### src/rtl/mem_run_sequencer.sv
// Job sequencer: loads bytes into data memory, runs the core, then streams a result window back.
// All outputs are registered; next-state values are computed in one combinational block.
module mem_run_sequencer #(
  parameter logic [15:0] LOAD_BASE  = 16'h0000,
  parameter logic [15:0] LOAD_COUNT = 16'd256,
  parameter logic [15:0] READ_BASE  = 16'h0000,
  parameter logic [15:0] READ_COUNT = 16'd256,
  parameter int unsigned RD_LAT     = 2,
  parameter int unsigned MIN_RUN    = 2
) (
  input  logic        clk,
  input  logic        rst,
  input  logic        start,
  input  logic        rx_valid,
  input  logic [7:0]  rx_data,
  output logic        rx_ready,
  input  logic        end_process,
  input  logic [7:0]  dm_out,
  output logic        tx_valid,
  output logic [7:0]  tx_data,
  input  logic        tx_ready,
  output logic [1:0]  status,
  output logic [7:0]  data_in,
  output logic [15:0] data_addr_in,
  output logic        busy,
  output logic        done
);

  localparam logic [1:0]  STATUS_HOLD  = 2'b00;
  localparam logic [1:0]  STATUS_RUN   = 2'b01;
  localparam logic [1:0]  STATUS_WRITE = 2'b10;
  localparam logic [1:0]  STATUS_READ  = 2'b11;
  localparam logic [15:0] RD_LAT_W     = 16'(RD_LAT);
  localparam logic [15:0] MIN_RUN_W    = 16'(MIN_RUN);

  typedef enum logic [2:0] {
    StIdle, StLoad, StRun, StRdAddr, StRdWait, StRdSend, StDone
  } state_e;

  state_e      r_state, w_state;
  logic [15:0] r_idx, w_idx;
  logic [15:0] r_wait, w_wait;
  logic [15:0] r_run_cnt, w_run_cnt;
  logic [1:0]  r_status, w_status;
  logic [7:0]  r_data_in, w_data_in;
  logic [15:0] r_addr, w_addr;
  logic        r_rx_ready, w_rx_ready;
  logic        r_tx_valid, w_tx_valid;
  logic [7:0]  r_tx_data, w_tx_data;
  logic        r_busy, w_busy;
  logic        r_done, w_done;

  always_comb begin
    w_state    = r_state;
    w_idx      = r_idx;
    w_wait     = r_wait;
    w_run_cnt  = r_run_cnt;
    w_status   = r_status;
    w_data_in  = r_data_in;
    w_addr     = r_addr;
    w_rx_ready = r_rx_ready;
    w_tx_valid = r_tx_valid;
    w_tx_data  = r_tx_data;
    w_busy     = r_busy;
    w_done     = 1'b0;

    case (r_state)
      StIdle: begin
        w_status = STATUS_HOLD;
        if (start) begin
          w_state    = StLoad;
          w_idx      = 16'd0;
          w_rx_ready = 1'b1;
          w_busy     = 1'b1;
        end
      end
      StLoad: begin
        w_status = STATUS_HOLD;
        // rx_ready low here means the final write has just been issued
        if (!r_rx_ready) begin
          w_state   = StRun;
          w_status  = STATUS_RUN;
          w_run_cnt = 16'd0;
        end else if (rx_valid) begin
          w_status  = STATUS_WRITE;
          w_data_in = rx_data;
          w_addr    = LOAD_BASE + r_idx;
          w_idx     = r_idx + 16'd1;
          if (r_idx == LOAD_COUNT - 16'd1) begin
            w_rx_ready = 1'b0;
          end
        end
      end
      StRun: begin
        w_status = STATUS_RUN;
        if (r_run_cnt < MIN_RUN_W) begin
          w_run_cnt = r_run_cnt + 16'd1;
        end else if (end_process) begin
          w_state  = StRdAddr;
          w_idx    = 16'd0;
          w_status = STATUS_READ;
          w_addr   = READ_BASE;
        end
      end
      StRdAddr: begin
        w_wait  = RD_LAT_W;
        w_state = StRdWait;
      end
      StRdWait: begin
        w_wait = r_wait - 16'd1;
        if (r_wait == 16'd1) begin
          w_tx_data  = dm_out;
          w_tx_valid = 1'b1;
          w_state    = StRdSend;
        end
      end
      StRdSend: begin
        if (tx_ready) begin
          w_tx_valid = 1'b0;
          w_idx      = r_idx + 16'd1;
          if (r_idx == READ_COUNT - 16'd1) begin
            w_state  = StDone;
            w_status = STATUS_HOLD;
            w_done   = 1'b1;
          end else begin
            // address goes out on entry to RD_ADDR so the wait covers the full latency
            w_state = StRdAddr;
            w_addr  = READ_BASE + r_idx + 16'd1;
          end
        end
      end
      StDone: begin
        w_state = StIdle;
        w_busy  = 1'b0;
      end
      default: begin
        w_state = StIdle;
      end
    endcase
  end

  always_ff @(posedge clk or posedge rst) begin
    if (rst) begin
      r_state    <= StIdle;
      r_idx      <= 16'd0;
      r_wait     <= 16'd0;
      r_run_cnt  <= 16'd0;
      r_status   <= STATUS_HOLD;
      r_data_in  <= 8'd0;
      r_addr     <= 16'd0;
      r_rx_ready <= 1'b0;
      r_tx_valid <= 1'b0;
      r_tx_data  <= 8'd0;
      r_busy     <= 1'b0;
      r_done     <= 1'b0;
    end else begin
      r_state    <= w_state;
      r_idx      <= w_idx;
      r_wait     <= w_wait;
      r_run_cnt  <= w_run_cnt;
      r_status   <= w_status;
      r_data_in  <= w_data_in;
      r_addr     <= w_addr;
      r_rx_ready <= w_rx_ready;
      r_tx_valid <= w_tx_valid;
      r_tx_data  <= w_tx_data;
      r_busy     <= w_busy;
      r_done     <= w_done;
    end
  end

  assign status       = r_status;
  assign data_in      = r_data_in;
  assign data_addr_in = r_addr;
  assign rx_ready     = r_rx_ready;
  assign tx_valid     = r_tx_valid;
  assign tx_data      = r_tx_data;
  assign busy         = r_busy;
  assign done         = r_done;

endmodule

### config.mk
export PLATFORM = sky130hd
export DESIGN_NAME = mem_run_sequencer
export DESIGN_NICKNAME = d
export VERILOG_FILES = /design/src/rtl/mem_run_sequencer.sv
export SDC_FILE = /design/constraint.sdc
export NUM_CORES = 1
export LEC_CHECK = 0
export ABC_AREA = 1
export BUFFER_PORTS_ARGS = -buffer_cell sky130_fd_sc_hd__buf_2
export CORE_ASPECT_RATIO = 1.1
export CORE_UTILIZATION = 55
export DETAILED_ROUTE_END_ITERATION = 6
export GPL_ROUTABILITY_DRIVEN = 0
export GPL_TIMING_DRIVEN = 0
export HOLD_SLACK_MARGIN = 0.08
export PLACE_DENSITY = 0.76
export SLEW_MARGIN = 20
export SYNTH_ARGS = -nofsm -noshare
export SYNTH_HDL_FRONTEND = slang
export SYNTH_SLANG_ARGS = --single-unit
### constraint.sdc
create_clock -name clk -period 3.3 [get_ports clk]
set_clock_uncertainty 0.15 [all_clocks]
set_input_delay 0.66 -clock clk [delete_from_list [all_inputs] [get_ports clk]]
set_output_delay 0.66 -clock clk [all_outputs]
set_load 0.01 [all_outputs]
==> out/results.ini, run 1 <==
[status]
status = finished, final reports clean

[grt]
grt_pass1_wl_um = 17610
gr-usage-all-layers_pct = 24.42
antenna_found_initial = 0
grt_max_degree = 48
grt_pass1_vias = 3937
grt_overflow = 0

[power]
swShare_pct = 42.89
design_power_total_uw = 4485
p_switching_uw = 1924
comb_power_share_pct = 45.8
cellPowerDensity_nw_per_um2 = 814.6
p_seq_share_pct = 34.4
p_clk_share_pct = 19.8
peakVddDrop_uv = 438.0
p_leak_uw = 0.002871
p_int_uw = 2561

[synth]
synth_commonest_cells = 167 x nand2_1, 89 x dfrtp_1, 58 x inv_1
synth_top_area_share_pct = 46.34
syn_inst = 589
ys_seq_area_share_pct = 46.34
synthFlopType = dfrtp_1
async_flop_share_pct = 100.0
ys_ff_latch = 89
yosysTopAreaCell = dfrtp_1
synth_area_um2 = 4806
yosysUniqueCellTypes = 38
yosysMostFrequentCell = nand2_1
synth_edf_count = 0
netlist_top_cells_area = dfrtp_1 46%, nand2_1 13%, nand3_1 4.6%
yosys_warnings = 0
syn_area_per_cell_um2 = 8.159
synth_nets = 615

[worst_setup_path]
crit_arrival_ns = 2.14
start_kind = register
end_kind = register
critPathKind = register to register
cp_max_fo = 10
cp_data_required_time_ns = 3.44

[clock_network]
cts_tree = done
post_cts_resized = 0
clk_latency_ns = 0.37
clockBufferDepth = 2
cts_hold_buf = 0
postCtsSetupBuffers = 0
cts.htree.levels = 3
cts_root_buffer = clkbuf_8
clock-sinks = 89
cts_buffers = 9
cts.clk_slew.worst_paths_ns = 0.09

[die]
ioPinCount = 60
fp.dieArea_um2 = 9116
fp.dieW_um = 91.13
start_util_pct = 57.16
die_h_um = 100.0
core_um2 = 8408
row_count = 35

[finish]
drive_gt1_share_pct = 24.51
fin_nets = 686
fin_cells = 776
syn2layout_area_growth_pct = 14.55
antenna_cells = 0

[route]
dr.pass1.iters = 5
drc = 0
vias = 4089
antenna_left = 0
routed_wl_um = 10220
via_per_inst = 5.269
drtIter0Drc = 132
wl_per_cell_um = 13.17

[place]
dp_slack_ns = 1.343
post-dp-hpwl_um = 7600
dp.cells = 760
port_buffers = 59

[sta]
hold_viol = 0
setup_tns_ns = 0
period_needed_ns = 1.996
fin_crit_sh_pct = 60.48
worst_pin_slew_ns = 0.5576
setup_slack_ns = 1.304
fmax_mhz = 501.0
drv_slew = 0
holdWs_ns = 0.1917
rsz0062_at_grt = false
finalSetupViolCount = 0
maxSlewHeadroom_pct = 62.83

[worst_hold_path]
hold_path.class = primary input to asynchronous set/reset pin

[job]
cap_violations = 0

## through the flow
| step | instance area [um2] | utilization (%) |
|---|---|---|
| after floorplan | 4806 | - |
| after global placement | 5240 | 62.32 |
| after detailed placement | 5270 | 62.68 |
| after CTS | 5505 | 65.48 |
| after global routing | 5505 | 65.48 |
| final | 5505 | 65.48 |
## state kept, by name, summed over array words and instances, names as in the netlist
signal        count
data_addr_in     16
r_idx            16
r_run_cnt        16
r_wait           16
data_in           8
tx_data           8
r_state           3
status            2
busy              1
done              1
rx_ready          1
tx_valid          1
## cell families (layout without fill, tap and decap cells)
logic type	count (synthesis)	count (layout)	synth area share (%)
AOI/OAI and AO/OA	88	88	11.48
DFF	89	89	46.34
and+or+nand+nor	317	317	31.06
buffers and inverters	79	155	7.472
muxes	8	8	1.875
xor gates and xnor gates	4	4	0.7291
adders and majority gates	4	4	1.041
## power groups by stage
stage	clock network, uW	logic [uW]	registers, uW
6_report	890	2050	1540
5_1_grt	954	2300	1580
4_1_cts	901	2070	1540
3_5_place_dp	0	2060	1560
3_3_place_gp	0	2000	1550
2_1_floorplan	0	1480	1580
## worst max-delay path, cell delays in order, from the launching register on
cell and delay, ns:
dfrtp_1 0.47, inv_2 0.12, nand2_2 0.13, inv_1 0.22
clkbuf_1 0.47, nand3_1 0.19, o21ai_2 0.17
## area by class of cell
| type | count | area, um2 |
|---|---|---|
| tap | 111 | 138.9 |
| timing repair buffer | 60 | 322.8 |
| buffer | 16 | 122.6 |
| multi-input combinational | 421 | 2220 |
| clock inverter | 5 | 103.9 |
| clock buffer | 11 | 131.4 |
| fill | 729 | 2903 |
| sequential | 89 | 2227 |
| inverter | 63 | 239.0 |
## worst paths after layout
kind / from / to / slack (ns) / depth (start not counted)
hold / removal: rst / r_wait[5]$_DFFE_PP0P_ / 0.19 / 2
setup / recovery: r_state[1]$_DFFE_PP0P_ / r_idx[3]$_DFFE_PP0P_ / 1.30 / 6
hold reg to reg: data_addr_in[7]$_DFFE_PP0P_ / data_addr_in[7]$_DFFE_PP0P_ / 0.33 / 2
setup reg to reg: r_state[1]$_DFFE_PP0P_ / r_idx[3]$_DFFE_PP0P_ / 1.30 / 6
max in group asynchronous: rst / r_wait[10]$_DFFE_PP0P_ / 2.19 / 3
min in group clk: data_addr_in[7]$_DFFE_PP0P_ / data_addr_in[7]$_DFFE_PP0P_ / 0.33 / 2
## cell usage in the layout (no fill, tap or decap), drive strengths merged
master,synthesis,layout
nand2,196,196
o22ai,1,1
nor3,5,5
mux2,8,8
ha,4,4
bufinv,0,3
a21boi,13,13
nand3b,2,2
and3,1,1
o21ai,63,63
o31ai,3,3
nand3,51,51
nor2,58,58
xor2,1,1
nand4,4,4
xnor2,3,3
clkinv,0,2
o21bai,5,5
buf,13,73
a21oi,1,1
inv,63,63
clkbuf,3,14
a22oi,2,2
dfrtp,89,89
## layer usage
metal  global-route usage (%)  up-vias  share of wire [%]
met5                        0        -                  0
met4                    12.21        0                3.0
met3                    4.242       27                4.5
met2                    43.36      110                 50
met1                    28.69     1922                 42
li1                         -     2030                  -
No activity file was read; power rests on OpenSTA's default activity.
==> run 2, diff against run 1 <==
CORE_UTILIZATION = 53   (was 55)
PLACE_DENSITY = 0.77   (was 0.76)
clock period = 1.7 ns   (was 3.3 ns; I/O delays follow)
==> run 2 against run 1 <==
Net effect: die area is 3.7% higher; clock power is 60% higher; the flow now finishes with violations (setup timing); routed wire length is 27% higher; maximum frequency is 8.2% higher; worst hold slack worse by 0.064 ns; register-to-register slack worse by 1.4 ns; via count is 11% higher; setup slack worse by 1.4 ns; first-iteration DRC count is 58% higher; global-route usage is 2.2 points higher; sequential power is 99% higher; sequential share of layout area is 4.7 points lower.
==> out/results.ini, run 2 (synthesized netlist as in run 1, its figures left out) <==
[sta]
fin_crit_sh_pct = 108.5
holdWs_ns = 0.1277
fmax_mhz = 542.3
period_needed_ns = 1.844
hold_viol = 0
setup_slack_ns = -0.1441
rsz0062_at_grt = true
drv_slew = 0
worst_pin_slew_ns = 0.4099
finalSetupViolCount = 44
maxSlewHeadroom_pct = 72.62

[finish]
fin_nets = 738
antenna_cells = 0
final_cell_mix = 150 x nand2_1, 78 x dfrtp_1, 61 x buf_2
syn2layout_area_growth_pct = 30.38
layout.cells.most_common = nand2_1
postLayoutCellArea_um2 = 6266
fillers = 647
drive_gt1_share_pct = 35.70

[die]
ioPinCount = 60
start_util_pct = 54.44
row_count = 36
fp.dieW_um = 92.79
die_h_um = 101.9
fp.dieArea_um2 = 9453
core_um2 = 8828

[worst_setup_path]
critPathKind = register to register
end_kind = register
start_kind = register
cp_data_required_time_ns = 1.82
crit_arrival_ns = 1.96
cp_max_fo = 5

[worst_hold_path]
hold_path.class = primary input to register

[grt]
grt_overflow = 0
antenna_found_initial = 0
grt_pass1_vias = 4448
grt_pass1_wl_um = 19600
gr-usage-all-layers_pct = 26.64
grt_max_degree = 33

[route]
dr.pass1.iters = 5
via_per_inst = 5.463
wl_per_cell_um = 15.61
drc = 0
routed_wl_um = 12970
antenna_left = 0
drtIter0Drc = 209
vias = 4540

[power]
p_seq_share_pct = 31.1
cellPowerDensity_nw_per_um2 = 1572
comb_power_share_pct = 54.5
p_int_uw = 5368
p_clk_share_pct = 14.4
p_switching_uw = 4482
swShare_pct = 45.50
peakVddDrop_uv = 854.4
p_leak_uw = 0.003167

[status]
status = finished with violations
violations = setup timing

[place]
post_dp_cell_area_um2 = 5323
port_buffers = 59
post-dp-hpwl_um = 7987

[clock_network]
cts.clk_slew.worst_paths_ns = 0.10
clockBufferDepth = 2
cts.htree.levels = 3
clk_latency_ns = 0.37
cts_root_buffer = clkbuf_8
clock-sinks = 89
cts_buffers = 9
cts_tree = done

[job]
cap_violations = 0

-- run 2: cell types whose count changed in the layout (fill, tap and decap cells not counted), moves of 6 or more --
cell           before  now
dfrtp_1            89   78
dfrtp_2             0   11
a21boi_0           11    4
dlygate4sd3_1       0   17
buf_4               2   33
nand2_2            27   40
nand2_1           167  150
nor2_4              3   14
buf_6               4   10
nor2_1             48   32
-- run 2: metrics by stage --
step | setup WS, ns | total power (uW) | utilization (%) | instances | setup TNS, ns
floorplan | 0.0003965 | 5956 | - | 589 | 0
global placement | -0.4158 | 6900 | 59.44 | 762 | -43.27
detailed placement | -0.2782 | 7058 | 60.29 | 765 | -9.172
CTS | -0.04565 | 9023 | 67.55 | 817 | -0.5238
global route | -0.2570 | 10410 | 70.98 | 831 | -5.973
finish | -0.1441 | 9850 | 70.98 | 831 | -2.245
-- run 2: layer usage --
metal  track usage, %  part of all wire, %  vias to the layer above
li1                 -                    -                     2140
met1            29.64                   38                     2154
met2            50.00                   52                      200
met3            4.911                  5.5                       46
met4            11.12                  4.3                        0
met5                0                    0                        -
-- run 2: worst max-delay path: stages, from the launching register on --
cell	delay [ns]
dfrtp_1	0.45
ha_4	0.17
nand3_4	0.11
nor2_1	0.30
nand4_1	0.21
nand3_1	0.15
nand2_1	0.08
nand2_1	0.07
nand2_1	0.05
-- run 2: path summary, 6_finish.rpt --
check	slack, ns	cells after the start	endpoint	startpoint
max in group asynchronous	0.17	6	r_wait[10]$_DFFE_PP0P_	rst
hold / removal	0.13	3	busy$_DFFE_PP0P_	start
setup reg to reg	-0.14	8	data_addr_in[14]$_DFFE_PP0P_	r_idx[1]$_DFFE_PP0P_
min in group asynchronous	0.37	3	data_addr_in[3]$_DFFE_PP0P_	rst
setup / recovery	-0.14	8	data_addr_in[14]$_DFFE_PP0P_	r_idx[1]$_DFFE_PP0P_
hold reg to reg	0.33	2	data_addr_in[7]$_DFFE_PP0P_	data_addr_in[7]$_DFFE_PP0P_
-- run 2: final cells by class --
class                   instances  area, um2  area share (%)
plain buffers                  14      143.9           2.296
clock buffers                  11      151.4           2.416
clock inverters                 5      38.79          0.6190
inverters                      63      255.2           4.073
multi-input cells             421       2459           39.24
flip-flops and latches         89       2241           35.76
well taps                     114      142.6           2.276
repair buffers                114      834.6           13.32
-- run 2: timing repair --
item                                   CTS  global route
gates resized for setup                 41            72
endpoints found under the hold margin   31             0
cloned                                   1             0
setup endpoints to repair               71            77
setup buffers                           18            16
hold buffers                            17             0
pin swaps                                8            21
-- run 2: power groups by stage --
stage / Sequential [uW] / Combinational (uW) / Clock, uW
finish: 3070 / 5370 / 1420
global route: 3130 / 5780 / 1510
CTS: 3000 / 4600 / 1420
detailed placement: 3030 / 4030 / 0
global placement: 3010 / 3890 / 0
floorplan: 3080 / 2880 / 0
==> run 3, diff against run 2 <==
SETUP_SLACK_MARGIN = 0.3   (was unset)
==> run 3 against run 2 <==
Net effect: clock power up 36%; worst hold slack got worse by 0.30 ns; largest power group unchanged; utilization increased by 8.2 points; first-iteration DRC count up 91%; critical path depth up 1; non-clock buffer count increased by 31; count of clock-buffer cells in the layout did not move; the flow finishes with violations (hold timing, setup timing); combinational power rose by 27%; die area unchanged; sequential share of layout area shrank 3.7 points; cell count grew 3.7%; design area is 12% higher.
==> out/results.ini, run 3 (synthesized netlist as in run 1, its figures left out) <==
[sta]
fmax_mhz = 536.8
setup_slack_ns = -0.1630
period_needed_ns = 1.863
drv_slew = 0
maxSlewHeadroom_pct = 66.06
hold_viol = 20
finalSetupViolCount = 63
setup_tns_ns = -4.768
rsz0062_at_grt = true
worst_pin_slew_ns = 0.5081
holdWs_ns = -0.1679
fin_crit_sh_pct = 109.6

[clock_network]
clk_latency_ns = 0.38
clockBufferDepth = 2
cts_tree = done
clock-sinks = 89
cts.clk_slew.worst_paths_ns = 0.10
cts_buffers = 9
cts.htree.levels = 3
cts_hold_buf = 17
cts_root_buffer = clkbuf_8

[power]
p_leak_uw = 0.003509
design_power_total_uw = 11820
peakVddDrop_uv = 1137
cellPowerDensity_nw_per_um2 = 1691

[route]
drc = 0
via_per_inst = 5.543
antenna_left = 0
routed_wl_um = 14560
vias = 4778
dr.pass1.iters = 5
wl_per_cell_um = 16.89
drtIter0Drc = 399

[finish]
fin_nets = 769
postLayoutCellArea_um2 = 6992
final_cell_mix = 137 x nand2_1, 80 x dfrtp_1, 56 x buf_2
drive_gt1_share_pct = 44.25
antenna_cells = 0
layout.cells.most_common = nand2_1
syn2layout_area_growth_pct = 45.48

[die]
die_h_um = 101.9
fp.dieW_um = 92.79
fp.dieArea_um2 = 9453
core_um2 = 8828
start_util_pct = 54.44
ioPinCount = 60
row_count = 36

[worst_hold_path]
hold_path.class = primary input to asynchronous set/reset pin

[place]
post_dp_cell_area_um2 = 5504
port_buffers = 59
post-dp-hpwl_um = 8094

[worst_setup_path]
cp_data_required_time_ns = 1.87
crit_arrival_ns = 2.04
cp_max_fo = 6
end_kind = register
start_kind = register
critPathKind = register to register

[grt]
grt_pass1_vias = 4761
grt_max_degree = 25
grt_pass1_wl_um = 22360
grt_overflow = 0
antenna_found_initial = 0
gr-usage-all-layers_pct = 30.73

[job]
cap_violations = 0

[status]
violations = hold timing, setup timing
status = finished with violations

[run 3: path summary, 6_finish.rpt]
check	startpoint	to	slack (ns)	cells after the start
max in group asynchronous	rst	r_wait[2]$_DFFE_PP0P_	0.67	5
worst min-delay path	rst	data_addr_in[0]$_DFFE_PP0P_	-0.17	2
worst min register to register	data_addr_in[12]$_DFFE_PP0P_	data_addr_in[12]$_DFFE_PP0P_	0.33	2
worst max-delay path	r_state[1]$_DFFE_PP0P_	data_addr_in[0]$_DFFE_PP0P_	-0.16	9
worst max register to register	r_state[1]$_DFFE_PP0P_	data_addr_in[0]$_DFFE_PP0P_	-0.16	9
min in group clk	end_process	status[1]$_DFFE_PP0P_	0.13	3
[run 3: what timing repair did]
| item | in CTS | in global routing |
|---|---|---|
| hold endpoints to repair | 37 | 20 |
| endpoints found under the setup margin | 96 | 125 |
| setup buffers | 45 | 13 |
| resized for setup | 134 | 19 |
| gates cloned | 5 | 1 |
| pin swaps | 38 | 9 |
[run 3: layer usage]
metal / vias up / GRT usage, % / routed length (um) / share of wire (%)
li1: 2199 / - / - / -
met1: 2268 / 33.33 / 5238 / 36
met2: 247 / 56.00 / 7772 / 53
met3: 64 / 6.399 / 917 / 6.3
met4: 0 / 17.16 / 629 / 4.3
met5: - / 0 / 0 / 0
[run 3: critical path, cell delays in order, from the launching register on]
cell and delay (ns):
dfrtp_2 0.47, buf_12 0.15, nand3_4 0.15, inv_4 0.06
nand3_4 0.12, nand3_4 0.17, nor2_8 0.22, clkbuf_16 0.17
nand2_2 0.04, nand2_1 0.08
[run 3: stage by stage]
step                setup slack (ns)  instances  utilization [%]
floorplan                   0.009028        589                -
CTS                         -0.02241        848            76.93
detailed placement           -0.2184        765            62.34
finish                       -0.1630        862            79.20
global placement             -0.5135        762            61.49
global route                 -0.2118        862            79.20
[run 3: report_power, final]
part / total (uW) / internal [uW] / switching, uW
Sequential: 3060 / 2610 / 442
Clock: 1930 / 1130 / 804
Combinational: 6830 / 2860 / 3970
Total: 11800 / 6600 / 5220
[run 3: layout make-up]
type	instances	area [um2]
Multi-Input combinational cell	421	2731
Sequential cell	89	2238
Fill cell	521	1837
Timing Repair Buffer	143	1160
Inverter	63	257.7
Buffer	16	202.7
Tap cell	114	142.6
Clock buffer	11	131.4
Clock inverter	5	127.6
